**src/rtl/pipeline_pkg.sv**
```systemverilog
// Shared widths, reset PC and fetch-sequencer state encoding for the front-end pipeline.
package pipeline_pkg;

    localparam logic [31:0] RESET_PC = 32'h0000_3000;
    localparam int          INST_W   = 32;
    localparam int          ADDR_W   = 32;

    typedef enum logic [1:0] {
        RUN  = 2'd0,
        WAIT = 2'd1,
        DROP = 2'd2
    } fetch_state_e;

endpackage

```
**src/rtl/fetch_fifo.sv**
```systemverilog
// Synchronous FIFO with flush; the head entry is visible combinationally on data_o.
module fetch_fifo #(
    parameter int DEPTH = 4,
    parameter int W     = 64
) (
    input  logic                         clk,
    input  logic                         rst_n,
    input  logic                         flush_i,
    input  logic                         push_i,
    input  logic                         pop_i,
    input  logic [W-1:0]                 data_i,
    output logic [W-1:0]                 data_o,
    output logic [$clog2(DEPTH+1)-1:0]   count_o
);
    localparam int AW = $clog2(DEPTH);
    localparam int CW = $clog2(DEPTH+1);

    logic [W-1:0]  mem_q [DEPTH];
    logic [AW-1:0] wr_ptr_q, rd_ptr_q;
    logic [CW-1:0] count_q;

    // NOTE: storage is not reset; validity comes solely from the pointers and count.
    always_ff @(posedge clk) begin
        if (push_i) begin
            mem_q[wr_ptr_q] <= data_i;
        end
    end

    // NOTE: sequential state uses non-blocking assignments so every register samples pre-edge values.
    always_ff @(posedge clk or negedge rst_n) begin
        if (!rst_n) begin
            wr_ptr_q <= '0;
            rd_ptr_q <= '0;
            count_q  <= '0;
        end else if (flush_i) begin
            wr_ptr_q <= '0;
            rd_ptr_q <= '0;
            count_q  <= '0;
        end else begin
            if (push_i) wr_ptr_q <= wr_ptr_q + AW'(1);
            if (pop_i)  rd_ptr_q <= rd_ptr_q + AW'(1);
            count_q <= count_q + CW'(push_i) - CW'(pop_i);
        end
    end

    assign data_o  = mem_q[rd_ptr_q];
    assign count_o = count_q;

endmodule

```
**src/rtl/ifetch_queue.sv**
```systemverilog
// Instruction-fetch sequencer with prefetch FIFO and redirect squash.
// Optional same-cycle ack-to-decode bypass: define IFETCH_BYPASS_EN.
module ifetch_queue
    import pipeline_pkg::*;
#(
    parameter int          DEPTH   = 4,
    parameter logic [31:0] PC_STEP = 32'd4
) (
    input  logic                         clk,
    input  logic                         rst_n,
    input  logic [ADDR_W-1:0]            pc,
    output logic                         pcWrite,
    output logic [ADDR_W-1:0]            pcNext,
    output logic                         imemReq,
    output logic [ADDR_W-1:0]            imemAddr,
    input  logic                         imemAck,
    input  logic [INST_W-1:0]            imemData,
    input  logic                         redirect,
    input  logic [ADDR_W-1:0]            redirectTarget,
    output logic                         instValid,
    output logic [INST_W-1:0]            instData,
    output logic [ADDR_W-1:0]            instPC,
    input  logic                         instReady,
    output logic [$clog2(DEPTH+1)-1:0]   count
);
    localparam int CW = $clog2(DEPTH+1);
    localparam int EW = ADDR_W + INST_W;

    fetch_state_e      state_q, state_d;
    logic [ADDR_W-1:0] req_addr_q, req_addr_d;
    logic [ADDR_W-1:0] fetch_addr;
    logic              ack_ok, accept, push, pop, fifo_empty;
    logic [EW-1:0]     head;
    logic [CW-1:0]     fifo_count;

    assign fifo_empty = (fifo_count == '0);
    assign count      = fifo_count;
    assign fetch_addr = (state_q == RUN) ? pc : req_addr_q;
    assign imemAddr   = fetch_addr;

    // Strobes are gated by rst_n so a reset mid-fetch drops the request immediately.
    assign imemReq = rst_n && ((state_q != RUN) || (fifo_count < CW'(DEPTH)));
    assign ack_ok  = imemReq && imemAck;
    assign accept  = ack_ok && !redirect && (state_q != DROP);
    assign pcWrite = rst_n && (redirect || accept);
    assign pcNext  = redirect ? redirectTarget
                   : accept   ? fetch_addr + PC_STEP
                   :            pc + PC_STEP;

`ifdef IFETCH_BYPASS_EN
    logic bypass;
    assign bypass    = accept && fifo_empty;
    assign instValid = !fifo_empty || bypass;
    assign instData  = bypass ? imemData   : head[INST_W-1:0];
    assign instPC    = bypass ? fetch_addr : head[EW-1:INST_W];
    assign push      = accept && !(bypass && instReady);
`else
    assign instValid = !fifo_empty;
    assign instData  = head[INST_W-1:0];
    assign instPC    = head[EW-1:INST_W];
    assign push      = accept;
`endif
    assign pop = !fifo_empty && instReady && !redirect;

    // NOTE: every always_comb output gets a default first so no latch is inferred.
    always_comb begin
        state_d    = state_q;
        req_addr_d = req_addr_q;
        if (state_q == RUN && imemReq && !imemAck) begin
            req_addr_d = pc;
        end
        if (redirect) begin
            state_d = (imemReq && !imemAck) ? DROP : RUN;
        end else begin
            case (state_q)
                RUN:       if (imemReq && !imemAck) state_d = WAIT;
                WAIT, DROP: if (imemAck)            state_d = RUN;
                default:                            state_d = RUN;
            endcase
        end
    end

    always_ff @(posedge clk or negedge rst_n) begin
        if (!rst_n) begin
            state_q    <= RUN;
            req_addr_q <= '0;
        end else begin
            state_q    <= state_d;
            req_addr_q <= req_addr_d;
        end
    end

    fetch_fifo #(
        .DEPTH (DEPTH),
        .W     (EW)
    ) u_fifo (
        .clk     (clk),
        .rst_n   (rst_n),
        .flush_i (redirect),
        .push_i  (push),
        .pop_i   (pop),
        .data_i  ({fetch_addr, imemData}),
        .data_o  (head),
        .count_o (fifo_count)
    );

endmodule

```
**config.mk**
```make
export PLATFORM = sky130hd
export DESIGN_NAME = ifetch_queue
export DESIGN_NICKNAME = d
export VERILOG_FILES = /design/src/rtl/pipeline_pkg.sv /design/src/rtl/fetch_fifo.sv /design/src/rtl/ifetch_queue.sv
export SDC_FILE = /design/constraint.sdc
export NUM_CORES = 1
export LEC_CHECK = 0
export CAP_MARGIN = 15
export CORE_UTILIZATION = 25
export CTS_CLUSTER_DIAMETER = 120
export DETAILED_ROUTE_END_ITERATION = 7
export GPL_ROUTABILITY_DRIVEN = 0
export PLACE_DENSITY = 0.55
export REMOVE_ABC_BUFFERS = 1
export SLEW_MARGIN = 20
export SYNTH_ARGS = -nofsm -noshare
export SYNTH_HDL_FRONTEND = slang
export SYNTH_SLANG_ARGS = --single-unit
```
**constraint.sdc**
```tcl
create_clock -name clk -period 4.9 [get_ports clk]
set_clock_uncertainty 0.1 [all_clocks]
set_input_delay 0.98 -clock clk [delete_from_list [all_inputs] [get_ports clk]]
set_output_delay 0.98 -clock clk [all_outputs]
set_load 0.1 [all_outputs]
```
# Word-level counts from Yosys, hierarchy flattened
# Memory sizes are Yosys's and may differ from the RTL's.
# Cells that the tools add are included.
# totals
register_bits,41
mem_bits_rw,256
input_bits,101
out_inout_bits,134
wordCells,55
memories,1
# mem_list
name,depth,width,read_ports,rd_ports_with_merged_regs,wr,line,source
u_fifo.mem_q,4,64,1,0,1,fetch_fifo.sv:18,logic [W-1:0] mem_q [DEPTH];
# op_classes
addsub,6
n_lt_le_gt_ge,1
n_eq_ne,5
muxes,15
reduce_logical,22
# op_table
op,n
$mux 32,3
$add 32x3->32 const B,2
$mux 2,8
$logic_and 1x1->1,10
$reduce_bool 2->1,3
$add 2x1->2 const B,2
$pmux 2 s2,1
$add 3x1->3,1
$logic_not 1->1,3
$logic_not 3->1,1
$lt 3x3->1 const B,1
$mux 3,1
$ne 3x2->1 const B,1
$ne 3x3->1 const B,1
$sub 3x1->3,1
$eq 2x1->1 const B,1
$eq 2x2->1 const B,1
$logic_not 2->1,1
$logic_or 1x1->1,2
$mux 1,2
$ne 2x2->1 const B,1
$reduce_and 2->1,1
$reduce_or 2->1,1

# Logic depth before layout (Yosys ltp)
# Gate-level depths: netlist of the first run.
# logic_depth
depth_word,9
depth_mapped,19
mapped_depth_nobuf,14

# Modules after synthesis
# Synthesis of the first run repeated with hierarchy kept, for this count alone.
# hier_totals
hier_cells,767
hier_area_um2,13182.6
# by_module_without_submodules
mod,n_inst,cells_each,area_each_um2,seq_area_each_um2
fetch_fifo,1,371,9681.8,7862.5
ifetch_queue,1,396,3500.9,850.8

# Worst setup path before layout of the first run
# Ideal clock, no wire load.
# synth_timing
path_type,register to output
startpoint,register state_q[0]
endpoint,output port pcNext[23]
arrival_ns,6.294
required_ns,3.820
path_slack_ns,-2.474
path_stages_with_launch,11
path_buffers,4
cell_sequence,dfrtp_1 > inv_1 > ha_1 > buf_4 > buf_4 > buf_2 > buf_2 > o21ai_0 > o21ai_0 > xnor2_1 > o21ai_0
# synth_via
word_cells_on_any_way,12
classes_between,1 x add/sub; 1 x eq/ne; 3 x mux; 7 x reduce/logical
# synth_lines
item,line,source
start: declaration,ifetch_queue.sv:29,"fetch_state_e state_q, state_d;"
start signal: assignment,ifetch_queue.sv:88,state_q <= state_d;
$logic_not 2->1,ifetch_queue.sv:38,assign fetch_addr = (state_q == RUN) ? pc : req_addr_q;
$mux 32,ifetch_queue.sv:38,
named net imemAddr[23],ifetch_queue.sv:15,"output logic [ADDR_W-1:0] imemAddr,"
$add 32x3->32,ifetch_queue.sv:47,: accept ? fetch_addr + PC_STEP
$mux 32,ifetch_queue.sv:47,
$mux 32,ifetch_queue.sv:46,assign pcNext = redirect ? redirectTarget
end: declaration,ifetch_queue.sv:13,"output logic [ADDR_W-1:0] pcNext,"
# The timed path passes the listed nets, and every way through them passes these cells.

# Worst setup path in the final report of the first run
# layout_timing
startpoint,register state_q[0]
endpoint,output port pcNext[27]
# layout_via
elab_chain_len,8
word_cells_on_any_way,12
classes_between,1 x add/sub; 1 x eq/ne; 3 x mux; 7 x reduce/logical
# layout_lines
item,line
branches (longest 6 deep; another with $add 32x3->32),--
$mux 32 (*),ifetch_queue.sv:47
$mux 32 (*),ifetch_queue.sv:46
# Every way passes the cells marked *.

==> impl_summary.md, run 1 <==
Final layout
The ratio of cells with drive above 1 in the final layout is 0.328. In the layout the commonest cells are 256 x edfxtp_1, 156 x clkdlybuf4s50_1, 90 x buf_4, 66 x mux2_2, 64 x mux4_2. Once layout is done, the placed cells without fillers occupy 0.0182 sq mm. The net count of the finished layout is 1,176.

From synthesis to final layout, the design area changed by 38.3%. The number of antenna diodes is 0. The library cell used most frequently in the layout, excluding fill and tap cells, is edfxtp_1. The count of cells in the finished layout, fillers not included, comes to 1,770. The final core utilization is 0.352.

Power
The peak ir drop on the vdd network is 0.467 mV. The total chip power is 10.3 mW. The ratio of total power to cell area is 565 mW/mm^2. The leakage power is 6.19 nW.

Synthesis
The number of storage elements in the synthesis netlist is 297. The post-synthesis share of cell area spent on xor and xnor gates is 0.0153. Averaged over all synthesized cells, the footprint is 16.9 sq um.

Of the total synthesized cell area, the portion taken by full adders, half adders and majority gates is 0.0101. The number of synthesized flops with an enable pin is 256. Among all flip-flop cells after synthesis, the most frequent one is edfxtp_1. The sequential fraction of the synthesis area is 0.663. Summing every instance area after synthesis gives 0.0131 sq mm. The combinational family with the most area after synthesis is multiplexers. Of all flip-flops after synthesis, the portion carrying an async set or reset was 0.138. Measured against the total synthesized area, the mux share comes to 0.184.

The area fraction in compound gates after synthesis was 0.0470. The number of unique standard cell types used by synthesis is 65. Of the total synthesized cell area, the portion taken by AND, OR, NAND and NOR gates is 0.0587. The number of cells produced by synthesis is 778.

The Yosys step of the flow raised 0 warnings.

Hold path
The min-delay analysis places its worst path in the category in2async.

Worst setup path
The highest net fanout along the worst path is 17. The most numerous cell type found on the critical path is inv_1. The number of cells traversed by the worst register-to-register path is 12. STA puts the critical path data arrival time at 3590 ps. The path type of the worst setup path is reg2out. In this design, the largest share of critical-path delay is due to compound AO/OA/AOI/OAI gates.

The signal on the critical path passes through inv_1 -> ha_4 -> inv_1 -> o21ai_0 -> a31o_1 -> nand3_1 -> or3_1 -> a31oi_1 -> buf_12. The sort of element at the end of the critical path is an output port. The required arrival time at the worst endpoint is 3820 ps. In this run the number of cells on the critical path is 9. The highest cell delay on the worst timing path is 440 ps.

The launching element type of the critical path is a register. The slowest stage of the critical path belongs to the cell o21ai_0. Together, buffers and inverters on the worst path number 3.

Drt
The average detailed-routed wire length per instance is 21.5 um. The average via count per standard cell is 4.59. The final route contains 8,117 vias. For this block, the initial DRC count from the detailed router was 535. The count of nets left with antenna violations after detail routing is 0.

The total wire length after detailed routing is 38.1 mm. The count of unresolved DRC violations after routing is 0. The number of search-and-repair iterations in the first detailed-routing pass is 4.

STA
Dividing the final minimum period by the clock period gives 0.952. Setup repair after global routing left no endpoint under its margin. For the pin with the worst max-slew slack, the measured transition is 1090 ps. The final count of hold timing violations came to 0. Setup violations remaining at the end of the flow were counted as 0.

The worst path in the final design needs a cycle of 4670 ps, including I/O delays and setup. The post-route worst hold slack is 390 ps. The total negative slack for setup checks is 0 ps. Headroom to the max-slew limit came out at 0.273. Setup slack on the critical path of the routed design comes to 234 ps. The number of max-slew violations in the final report is 0. Based on the critical path, the design can be clocked at up to 214 MHz.

Die
The horizontal extent of the die is 231 um. Measured along the y axis, the die boundary spans 231 um. The number of rows created at floorplan is 83. In this run the count of I/O pins placed on the die edge is 235. The die covers 0.0535 sq mm. In this run the standard cell core region covers 0.0516 sq mm. For this configuration, the core starts out at a cell density of 0.255.

CTS
The clock latency on the worst-skew pair is 530 ps. Counting every sink on the clock net gives 297. The number of buffers on the longest clock path is 3.

The library cell used as clock root buffer is clkbuf_16. CTS built an H-tree with a depth of 2. The number of clock buffers added by TritonCTS is 36. Clock-pin slew was measured on the worst setup and hold paths at 60 ps. The TritonCTS clock tree is yes.

Global route
The initial antenna violation count was 4. The global-route track usage on met3 is 0.0359. The via count of the first global-routing pass is 8,491. For this run, global-route usage on met1 was measured as 0.194.

The total grt overflow is 0. For this run, the total global-route usage over all layers was measured as 0.143. The met2 usage is 0.225. The global-route wire length before repair is 56.1 mm. The layer with the highest usage after global routing is met2. Entering global routing, the biggest net connects 52 pins.

Flow run
Across the run, the number of max-cap violations was 0.

Place
The area after detailed placement is 0.0169 sq mm. The setup slack after placement is -160 ps. The placed wire-length estimate is 25.7 mm. The number of port buffers is 234.

The total instance count after detailed placement is 1,706.

Status
The flow ran to the end, and the final reports show no timing, DRC or antenna violations.
## Yosys cell counts (2+ instances only)
cell type / count / area (sq um)
a211o_1: 3 / 26.3
a211oi_1: 2 / 15.0
a21o_1: 2 / 15.0
a21oi_1: 11 / 55.1
a31o_2: 4 / 35.0
a31oi_1: 10 / 62.6
and2_1: 4 / 25.0
and3_1: 8 / 50.1
and4_1: 4 / 35.0
buf_1: 4 / 15.0
buf_2: 16 / 80.1
buf_4: 4 / 30.0
buf_6: 4 / 45.0
clkbuf_1: 14 / 52.6
dfrtp_1: 41 / 1030
edfxtp_1: 256 / 7690
ha_1: 9 / 113
inv_1: 18 / 67.6
mux2_2: 66 / 743
mux2i_1: 23 / 230
mux4_2: 64 / 1440
nand2_1: 50 / 188
nand3_1: 21 / 105
nand3b_1: 3 / 22.5
nand4_1: 14 / 87.6
nor2_1: 25 / 93.8
nor3_1: 4 / 20.0
o2111ai_1: 2 / 17.5
o211ai_1: 2 / 15.0
o21ai_0: 27 / 135
o21ai_1: 3 / 15.0
o31ai_1: 3 / 22.5
or3_1: 4 / 25.0
xnor2_1: 12 / 105
xor2_1: 11 / 96.3
## what timing repair did
| action | CTS | global route |
|---|---|---|
| gates cloned | 0 | 0 |
| hold endpoints to repair | 0 | 0 |
| buffers inserted | 0 | 1 |
| pin swaps | 2 | 5 |
| setup endpoints to repair | 12 | 16 |
| hold buffers | 0 | 0 |
| gates resized for setup | 14 | 5 |
## state kept, by name, summed over array words and instances (netlist names)
register / flops
req_addr_q: 32
state_q: 2
u_fifo.count_o: 3
u_fifo.mem_q: 256
u_fifo.rd_ptr_q: 2
u_fifo.wr_ptr_q: 2
## per-layer routing
metal	vias to the layer above	part of all wire	wire (um)
met1	4117	0.46	17300
met2	264	0.46	17600
li1	3674	-	-
met3	54	0.062	2360
met4	8	0.020	764
met5	-	0.0013	49
## worst paths after layout
check | start | slack [ps] | end
worst max-delay path | state_q[0]$_DFFE_PN0P_ | 230 | pcNext[27]
worst min-delay path | rst_n | 390 | req_addr_q[0]$_DFFE_PN0P_
worst max register to register | state_q[0]$_DFFE_PN0P_ | 2010 | u_fifo.count_o[2]$_DFF_PN0_
worst min register to register | req_addr_q[0]$_DFFE_PN0P_ | 400 | req_addr_q[0]$_DFFE_PN0P_
max in group asynchronous | rst_n | 3870 | u_fifo.rd_ptr_q[1]$_DFFE_PN0P_
min in group clk | req_addr_q[0]$_DFFE_PN0P_ | 400 | req_addr_q[0]$_DFFE_PN0P_
## area by class of cell
| cell class | count | area [sq um] |
|---|---|---|
| well taps | 680 | 851 |
| fillers | 4950 | 33400 |
| repair buffers | 291 | 3090 |
| multi-input cells | 420 | 4240 |
| flip-flops and latches | 297 | 8720 |
| inverters | 19 | 71.3 |
| clock inverters | 24 | 274 |
| clock buffers | 39 | 933 |
## power by group
group	switching, mW	total (mW)	internal [mW]
clock network	1.07	2.73	1.65
logic	3.06	4.30	1.24
registers	0.197	3.24	3.04
total	4.33	10.3	5.94
## cell families (layout without fill, tap and decap cells)
group	Yosys count	after routing
buf+inv	61	373
compound gates	85	85
xor+xnor	23	23
fa+ha+maj	10	10
flops	297	297
mux	153	153
simple gates	149	149
Note: power is estimated with default switching activity, not from simulation.
==> run 2: changes to the inputs <==
==> constraint.sdc (replaced) <==
create_clock -name clk -period 4.9 [get_ports clk]
set_clock_uncertainty 0.1 [all_clocks]
set_input_delay 0.98 -clock clk [delete_from_list [all_inputs] [get_ports clk]]
set_output_delay 0.98 -clock clk [all_outputs]
set_load 0.01 [all_outputs]
==> impl_summary.md, run 2 (same netlist as run 1, synthesis figures left out) <==
Global route
The global-route wire length before repair is 55.8 mm. The total routing resource utilization after global routing is 0.143. The total grt overflow is 0.

The via count of the first global-routing pass was 8,441. The initial antenna violation count is 3. Entering global routing, the biggest net connects 50 pins.

Die
The core region area is 0.0516 sq mm. In this run the vertical extent of the chip is 231 um. The die area is 0.0535 sq mm. The die is 231 um wide.

The starting utilization of the core area is 0.255. The number of placed I/O pins is 235. The floorplan has 83 rows.

Power
The switching share of power is 0.281. The cell-internal power is 5.84 mW. The combinational share of power is 0.283.

The analysis attributes to net switching a power of 2.28 mW. Of the total power, the clock network draws 0.318. The ratio of total power to cell area is 446 mW/mm^2. Total power for the finished layout comes to 8.12 mW.

IR analysis of the VDD net gives a maximum drop of 0.174 mV. The part of the power in registers is 0.399. The leakage power is 6.21 nW.

Final layout
The area growth from synthesis to layout is 38.7%. Of the cells placed in the final design, the portion with a size suffix greater than 1 is 0.296. The register with the highest flop count is u_fifo.mem_q. The final core utilization is 0.353. Leaving out fill and tap cells, the most frequent cells in the layout are 256 x edfxtp_1, 211 x clkdlybuf4s50_1, 81 x buf_4, 66 x mux2_2, 64 x mux4_2. The most common cell after layout, fill and taps aside is edfxtp_1. The net count of the finished layout is 1,213.

With fillers left out, the area of the finished cells amounts to 0.0182 sq mm. The number of flip-flops under the largest register name is 256.

Drt
The number of DRC markers in iteration 0 is 557. After detailed routing, the number of remaining DRC violations is 0. The routed design has 38.7 mm of wire. The count of nets left with antenna violations after detail routing is 0.

For this run, the detailed router's first-pass iteration total came to 5. After detailed routing, the average wire length per cell comes to 21.4 um. For this block, the via count after detailed routing is 8,259. In the routed layout, each cell is associated on average with a via count of 4.57.

Hold path
The end of the worst hold path is req_addr_q[26]$_DFFE_PN0P_. The startpoint of the worst hold path is req_addr_q[26]$_DFFE_PN0P_. The worst hold path belongs to the class reg2reg.

Counting instances, the worst hold path has a depth of 1.

CTS
The clock slew at the register clock pins of the worst setup and hold paths is 60 ps. Buffers inserted during clock tree synthesis total 35. The clock latency on the worst-skew pair is 540 ps. The H-tree generated during clock tree synthesis spans 2 levels. TritonCTS built the clock tree.

The number of clock sinks seen by CTS is 297. The hold-fix buffer count after cts is 0. In this run the clock root is driven by a clkbuf_16. The clock passes through at most 3 buffers.

Worst setup path
Data arrives at the worst endpoint at 3780 ps. The startpoint identified for the worst register-to-register timing path is state_q[0]$_DFFE_PN0P_. The number of cells traversed by the worst register-to-register path is 6.

The worst setup path is of the in2out kind. The register-to-register setup slack is 2120 ps. STA classifies the critical path endpoint as an output port. The required arrival time at the worst endpoint is 3820 ps. In this run the critical register-to-register path is captured at u_fifo.mem_q[1][61]$_DFFE_PP_. The launching element type of the critical path is an input pin. The highest net fanout along the worst path is 16.

STA
Setup repair after global routing could not meet its margin everywhere. The final count of hold timing violations is 0. The number of max-slew violations in the final report is 0. The final worst-path cycle share is 0.993. For the pin with the worst max-slew slack, the measured transition is 786 ps. The remaining max-slew budget at the tightest pin is 0.476.

The clock period minus worst slack is 4860 ps. The highest clock rate is 206 MHz. The number of failing setup endpoints in the final timing report is 0.

Status
The run finished with clean final reports.

Place
Once detailed placement completed, the half-perimeter wirelength came to 25.6 mm. The area after detailed placement is 0.0169 sq mm. The number of port buffers is 234.

Flow run
The max-cap check violation count is 0.
run 2: cell count changes in the layout (fill, tap and decap cells not counted), moves of 3 or more:
cell	before	now
dlygate4sd2_1	0	3
clkbuf_2	0	7
buf_12	41	10
o21ai_1	7	3
clkinvlp_4	2	5
buf_4	90	81
clkbuf_1	2	6
clkinv_4	4	1
o21ai_0	22	26
clkdlybuf4s50_1	156	211
inv_6	4	0
dlymetal6s2s_1	1	7
run 2: cell type report:
cell class | instances | area (sq um)
fill | 4989 | 33400
antenna | 1 | 2.50
tap | 680 | 851
clock inverter | 19 | 178
timing repair buffer | 328 | 3170
clock buffer | 43 | 948
timing repair inverter | 1 | 5.00
multi-input combinational | 420 | 4280
inverter | 19 | 77.6
sequential | 297 | 8720
run 2: worst max path at each step:
stage | cells past startpoint | slack (ps) | to | startpoint
final | 11 | 40 | pcNext[19] | imemAck
after global routing | 11 | -50 | pcNext[11] | imemAck
after CTS | 11 | -40 | pcNext[27] | state_q[0]$_DFFE_PN0P_
after detailed placement | 13 | -320 | pcNext[22] | imemAck
after global placement | 13 | -290 | pcNext[20] | imemAck
after floorplan | 14 | -230 | pcNext[28] | state_q[0]$_DFFE_PN0P_
run 2: layer usage:
layer  vias to the layer above  global-route usage  wire length [um]
met5                         -                   0                35
met2                       251               0.225             18100
met1                      4196               0.196             17500
met4                         6              0.0356               726
met3                        55              0.0376              2360
li1                       3751                   -                 -
run 2: critical path: stages:
cell and delay [ps]:
clkdlybuf4s50_1 490, and4bb_2 300, buf_8 190, nand4_1 130, buf_4 160, o22a_4 200
buf_4 140, a2111oi_4 360, xnor2_2 150, o21ai_1 130, clkdlybuf4s50_1 550
run 2: what timing repair did:
action	4_1_cts	5_1_grt
pin swaps	5	9
gates resized for setup	35	43
setup endpoints to repair	22	22
cloned	0	2
buffers inserted	2	7
run 2: power groups by stage:
stage | clock (mW) | sequential [mW] | combinational (mW)
floorplan | 0 | 3.30 | 1.10
global placement | 0 | 3.29 | 2.28
detailed placement | 0 | 3.30 | 2.29
CTS | 2.68 | 3.25 | 2.31
global route | 2.76 | 3.28 | 2.47
finish | 2.58 | 3.24 | 2.30
run 2: stage by stage:
step           TNS (ps)  cells  hold WS (ps)  setup slack (ps)
2_1_floorplan     -3580    736           377              -225
3_3_place_gp      -2750   1734           385              -294
3_5_place_dp      -3390   1734           393              -321
4_1_cts           -49.4   1798           407             -42.3
5_1_grt            -166   1807           425             -51.8
6_report              0   1808           403              36.7
